$ cat config.mk
export PLATFORM = sky130hd
export DESIGN_NAME = reg_8_flat
export DESIGN_NICKNAME = d
export VERILOG_FILES = /design/src/rtl/reg_8_if.sv /design/src/rtl/reg_8.sv /design/src/flat_wrapper.sv
export SDC_FILE = /design/constraint.sdc
export NUM_CORES = 1
export LEC_CHECK = 0
export ABC_CLOCK_PERIOD_IN_PS = 3450
export BUFFER_PORTS_ARGS = -buffer_cell sky130_fd_sc_hd__buf_4
export CAP_MARGIN = 20
export CORE_AREA = 2 2 43 45
export DETAILED_ROUTE_END_ITERATION = 6
export DIE_AREA = 0 0 45 47
export GPL_TIMING_DRIVEN = 0
export MAX_ROUTING_LAYER = met4
export PLACE_DENSITY_LB_ADDON = 0.12
export SLEW_MARGIN = 5
export SYNTH_ARGS = -nofsm -noshare
export SYNTH_HDL_FRONTEND = slang
export SYNTH_SLANG_ARGS = --single-unit
$ cat constraint.sdc
create_clock -name clk -period 3.45 [get_ports clk]
set_input_delay 0.69 -clock clk [delete_from_list [all_inputs] [get_ports clk]]
set_output_delay 0.69 -clock clk [all_outputs]
set_load 0.03 [all_outputs]
$ cat src/rtl/reg_8_if.sv
// Control/data bundle for the 8-bit register. REG8_PARITY_EN adds the parity output.
interface reg_8_if;
    logic       writeEn;
    logic [7:0] dIn;
    logic       incEn;
    logic       decEn;
    logic       clrEn;
    logic [7:0] dOut;
    logic       zero;
    logic       carry;
`ifdef REG8_PARITY_EN
    logic       parity;
`endif

    modport master (
        output writeEn, dIn, incEn, decEn, clrEn,
`ifdef REG8_PARITY_EN
        input  parity,
`endif
        input  dOut, zero, carry
    );

    modport slave (
        input  writeEn, dIn, incEn, decEn, clrEn,
`ifdef REG8_PARITY_EN
        output parity,
`endif
        output dOut, zero, carry
    );
endinterface

$ cat src/rtl/reg_8.sv
// 8-bit register with prioritized clear/load/inc/dec, zero and carry flags.
// Optional even-parity output when REG8_PARITY_EN is defined.
module reg_8 #(
    parameter logic [7:0] RESET_VALUE = 8'h00
) (
    input logic   clk,
    input logic   rst,
    reg_8_if.slave bus
);

    logic [7:0] dout_q, dout_d;
    logic       carry_q, carry_d;

    always_comb begin
        dout_d  = dout_q;
        carry_d = carry_q;
        if (bus.clrEn) begin
            dout_d  = 8'h00;
            carry_d = 1'b0;
        end else if (bus.writeEn) begin
            dout_d  = bus.dIn;
            carry_d = 1'b0;
        end else if (bus.incEn) begin
            // Ninth bit of the sum is the carry out of 8'hFF.
            {carry_d, dout_d} = {1'b0, dout_q} + 9'd1;
        end else if (bus.decEn) begin
            carry_d = (dout_q == 8'h00);
            dout_d  = dout_q - 8'd1;
        end
    end

    always_ff @(posedge clk) begin
        if (rst) begin
            dout_q  <= RESET_VALUE;
            carry_q <= 1'b0;
        end else begin
            dout_q  <= dout_d;
            carry_q <= carry_d;
        end
    end

    assign bus.dOut  = dout_q;
    assign bus.carry = carry_q;
    assign bus.zero  = (dout_q == 8'h00);

`ifdef REG8_PARITY_EN
    assign bus.parity = ^dout_q;
`endif

endmodule

$ cat src/flat_wrapper.sv
// flat-port wrapper written by rule: the top's interface ports become plain ports
module reg_8_flat 
#(
    parameter logic [7:0] RESET_VALUE = 8'h00
)
  (clk, rst, bus_writeEn, bus_dIn, bus_incEn, bus_decEn, bus_clrEn, bus_dOut, bus_zero, bus_carry);
  reg_8_if bus_i ();
  input logic clk;
  input logic rst;
  input wire logic [$bits(bus_i.writeEn)-1:0] bus_writeEn;
  input wire logic [$bits(bus_i.dIn)-1:0] bus_dIn;
  input wire logic [$bits(bus_i.incEn)-1:0] bus_incEn;
  input wire logic [$bits(bus_i.decEn)-1:0] bus_decEn;
  input wire logic [$bits(bus_i.clrEn)-1:0] bus_clrEn;
  output wire logic [$bits(bus_i.dOut)-1:0] bus_dOut;
  output wire logic [$bits(bus_i.zero)-1:0] bus_zero;
  output wire logic [$bits(bus_i.carry)-1:0] bus_carry;
  assign bus_i.writeEn = bus_writeEn;
  assign bus_i.dIn = bus_dIn;
  assign bus_i.incEn = bus_incEn;
  assign bus_i.decEn = bus_decEn;
  assign bus_i.clrEn = bus_clrEn;
  assign bus_dOut = bus_i.dOut;
  assign bus_zero = bus_i.zero;
  assign bus_carry = bus_i.carry;
  reg_8 #(.RESET_VALUE(RESET_VALUE)) u_core (.clk(clk), .rst(rst), .bus(bus_i));
endmodule
==> flow_summary.json <==
{
  "status": "finished, final reports clean",
  "power.density_mw_per_mm2": 346.0,
  "critPathTopFamily": "simple AND/OR/NAND/NOR gates",
  "setup_tns_ns": 0,
  "drive_above_1_share": 0.2952,
  "worst_r2r_startpoint": "u_core.bus.dOut[2]",
  "drt-initial-drc-count": 13,
  "slowest_delay_ns": 0.56,
  "cts.clk_slew.worst_paths_ns": 0.07,
  "numPortBuffers": 22,
  "cts.path.max_buffers": 2,
  "grt_overflow_total": 0,
  "globalRouteTotalUtil": 0.1764,
  "cpMaxStageDelayCell": "or4_4",
  "peak_fanout_along_the_critical_path": 10,
  "setup.reg_to_reg.worst_slack_ns": 1.63,
  "core_region_area_sq_mm": 0.001652,
  "asyncSetResetFlopFracSynth": 0,
  "vias": 653,
  "tritoncts": "done",
  "rows": 15,
  "critical_path_source_type": "register",
  "post_cts.repair.setup_buffers": 0,
  "holdPathStages": 2,
  "postCtsResizedCells": 0,
  "die_area_sq_mm": 0.002115,
  "top_count_cell_post_synth": "nor2_1",
  "yosysUniqueCellTypes": 29,
  "synth_sequential_area_ratio": 0.2863,
  "register_bit_count_reported_by_yosys": 9,
  "n_antenna_cell": 0,
  "timing.critical_path.buf_inv": 2,
  "worstHoldPathType": "register to register",
  "cts_root_buffer": "clkbuf_4",
  "mappedNetlistArea_sq_um": 629.4,
  "period_share": 0.7206,
  "worstPathCellList": "buf_6 > or4_4 > nor4b_4 > buf_4",
  "boundaryPins": 24,
  "ff2ff_path_depth": 6,
  "fillCellCount": 168,
  "synth_enable_flop_cells": 0,
  "mappedNetlistNets": 96,
  "crit_type": "register to output pin",
  "cp.arrival_ns": 1.80,
  "drv.max_cap_violation_count": 0,
  "post-route-drc-count": 0,
  "insertion_delay_ns": 0.27,
  "yosys_most_used_dff": "dfxtp_1",
  "vdd.ir_drop.worst_mv": 0.2518,
  "synth_largest_area_cell": "dfxtp_1",
  "timing_worst_slew_pin_value_ns": 0.4071,
  "fin_crit_ns": 2.486,
  "gpl.final_weighted_congestion": 0.8267,
  "cts_htree_levels": 1,
  "grt_antenna_before_repair": 0,
  "hold_violation_total_from_the_final_report": 0,
  "wl_per_cell_um": 12.44,
  "synth.area.top_cells": "dfxtp_1, ha_1, nor2_1",
  "chipWidth_um": 45,
  "yosys.area.top_type_share": 0.2863,
  "antenna_violating_nets_post_route": 0,
  "multi_input_area_sq_um": 402.9,
  "area_delta_synth_final_pct": 33.80,
  "postCtsHoldBufs": 0,
  "timing.final.setup_violations": 0,
  "final-seq-area_sq_um": 180.2,
  "slew_headroom": 0.7286,
  "clock-skew-final_ns": 0.004437,
  "drt-total-wl_mm": 1.518,
  "design.final.nets": 123,
  "grt_first_pass_wirelength_mm": 2.559,
  "timing.critical_path.to_type": "output pin",
  "synthCells": 79,
  "max_clock_freq_mhz": 402.2,
  "syn_avg_cell_area_sq_um": 7.967,
  "critical_path.startpoint": "u_core.bus.dOut[2]",
  "worst_hold_startpoint": "u_core.bus.dOut[5]",
  "synth_warnings": 0,
  "initial_utilization": 0.3811,
  "grt_max_degree": 11,
  "finalMaxSlewViolations": 0,
  "design_power_total_mw": 0.2914,
  "rsz0062_at_grt": "no",
  "tritoncts_num_sinks": 9,
  "detailedPlacementHpwl_mm": 1.166,
  "worst-endpoint-required_ns": 2.76,
  "whs_endpoint": "u_core.bus.dOut[5]",
  "leakage_nw": 0.3752,
  "ys_top_cells_by_count": "nor2_1, dfxtp_1, a21oi_1, nand2_1, o21ai_0",
  "vias_per_cell": 5.352,
  "via_count_of_the_first_global_routing_pass": 568,
  "worstReg2RegEnd": "u_core.bus.carry",
  "chipHeight_um": 47,
  "pre_antenna_drt_iters": 4,
  "clock_buffer_count_from_cts": 3
}
-- logic make-up (layout without fill, tap and decap cells) --
group / count (synthesis) / in the layout / synth area share
xor gates and xnor gates: 6 / 6 / 0.08350
muxes: 3 / 3 / 0.04772
AOI/OAI and AO/OA: 17 / 17 / 0.1590
buffers and inverters: 10 / 36 / 0.07354
adders and majority gates: 3 / 3 / 0.05965
DFF: 9 / 9 / 0.2863
and+or+nand+nor: 31 / 31 / 0.2903
-- stage by stage --
stage	cells	setup slack, ns	util	hold slack [ns]	area, sq um
global route	122	0.9083	0.5098	0.6541	842.1
global placement	118	1.268	0.4939	0.5938	815.8
CTS	122	0.9571	0.5098	0.6262	842.1
finish	122	0.9638	0.5098	0.6233	842.1
detailed placement	118	1.260	0.4939	0.6076	815.8
floorplan	79	1.125	-	0.7131	629.4
-- cells in the final DEF (no fill, tap or decap) --
cell / n
o31ai_1: 2
buf_6: 1
or4_4: 1
mux2i_1: 3
o22ai_1: 3
clkbuf_1: 4
and3_1: 1
a21oi_1: 5
xnor2_1: 2
buf_2: 1
nor4b_2: 1
nor2_1: 10
or2_2: 1
xor2_1: 4
clkinv_1: 1
nor4_1: 1
or3_1: 1
dfxtp_1: 9
inv_1: 4
o32ai_1: 1
clkbuf_4: 3
nor3_1: 3
o21ai_0: 5
nor4b_4: 1
ha_1: 3
nand3b_1: 1
nand4_1: 3
nand3_1: 2
nand2_1: 5
buf_4: 22
o211ai_1: 1
-- worst reg2reg max path, delay by kind of cell, from the launching register on --
kind / cells / cell delay, ns
buffers and inverters: 1 / 0.13
AND/OR/NAND/NOR: 4 / 1.15
flip-flops: 1 / 0.32
AO/OA/AOI/OAI: 1 / 0.13
-- metal layers --
metal | up-vias | wire length [um] | share of wire | global-route usage
met4 | 0 | 29 | 0.019 | 0.08824
met3 | 4 | 93 | 0.061 | 0.02308
met5 | - | 0 | 0 | -
met2 | 20 | 700 | 0.46 | 0.2657
li1 | 332 | - | - | -
met1 | 297 | 694 | 0.46 | 0.2309
-- state kept, by name, summed over array words and instances (netlist names) --
register / cells
u_core.bus.carry: 1
u_core.bus.dOut: 8
-- area by class of cell --
type	instances	area share
Sequential cell	9	0.2140
Tap cell	17	0.02526
Timing Repair Buffer	22	0.1961
Buffer	5	0.03269
Clock buffer	4	0.03120
Inverter	5	0.02229
Multi-Input combinational cell	60	0.4785
-- worst max path at each step --
| stage | slack [ns] | end | cells after the start |
|---|---|---|---|
| after floorplan | 1.12 | bus_zero | 3 |
| after global placement | 1.27 | bus_zero | 4 |
| after detailed placement | 1.26 | bus_zero | 4 |
| after CTS | 0.96 | bus_zero | 4 |
| after global routing | 0.91 | bus_zero | 4 |
| final | 0.96 | bus_zero | 4 |
-- report_power, final --
group	switching [mW]	internal (mW)	total (mW)	leakage, nW
Combinational	0.0470	0.0413	0.0883	0.287
Sequential	0.00645	0.109	0.115	0.0736
Clock	0.0429	0.0448	0.0878	0.0150
Total	0.0964	0.195	0.291	0.375
No activity file was read; power rests on OpenSTA's default activity.
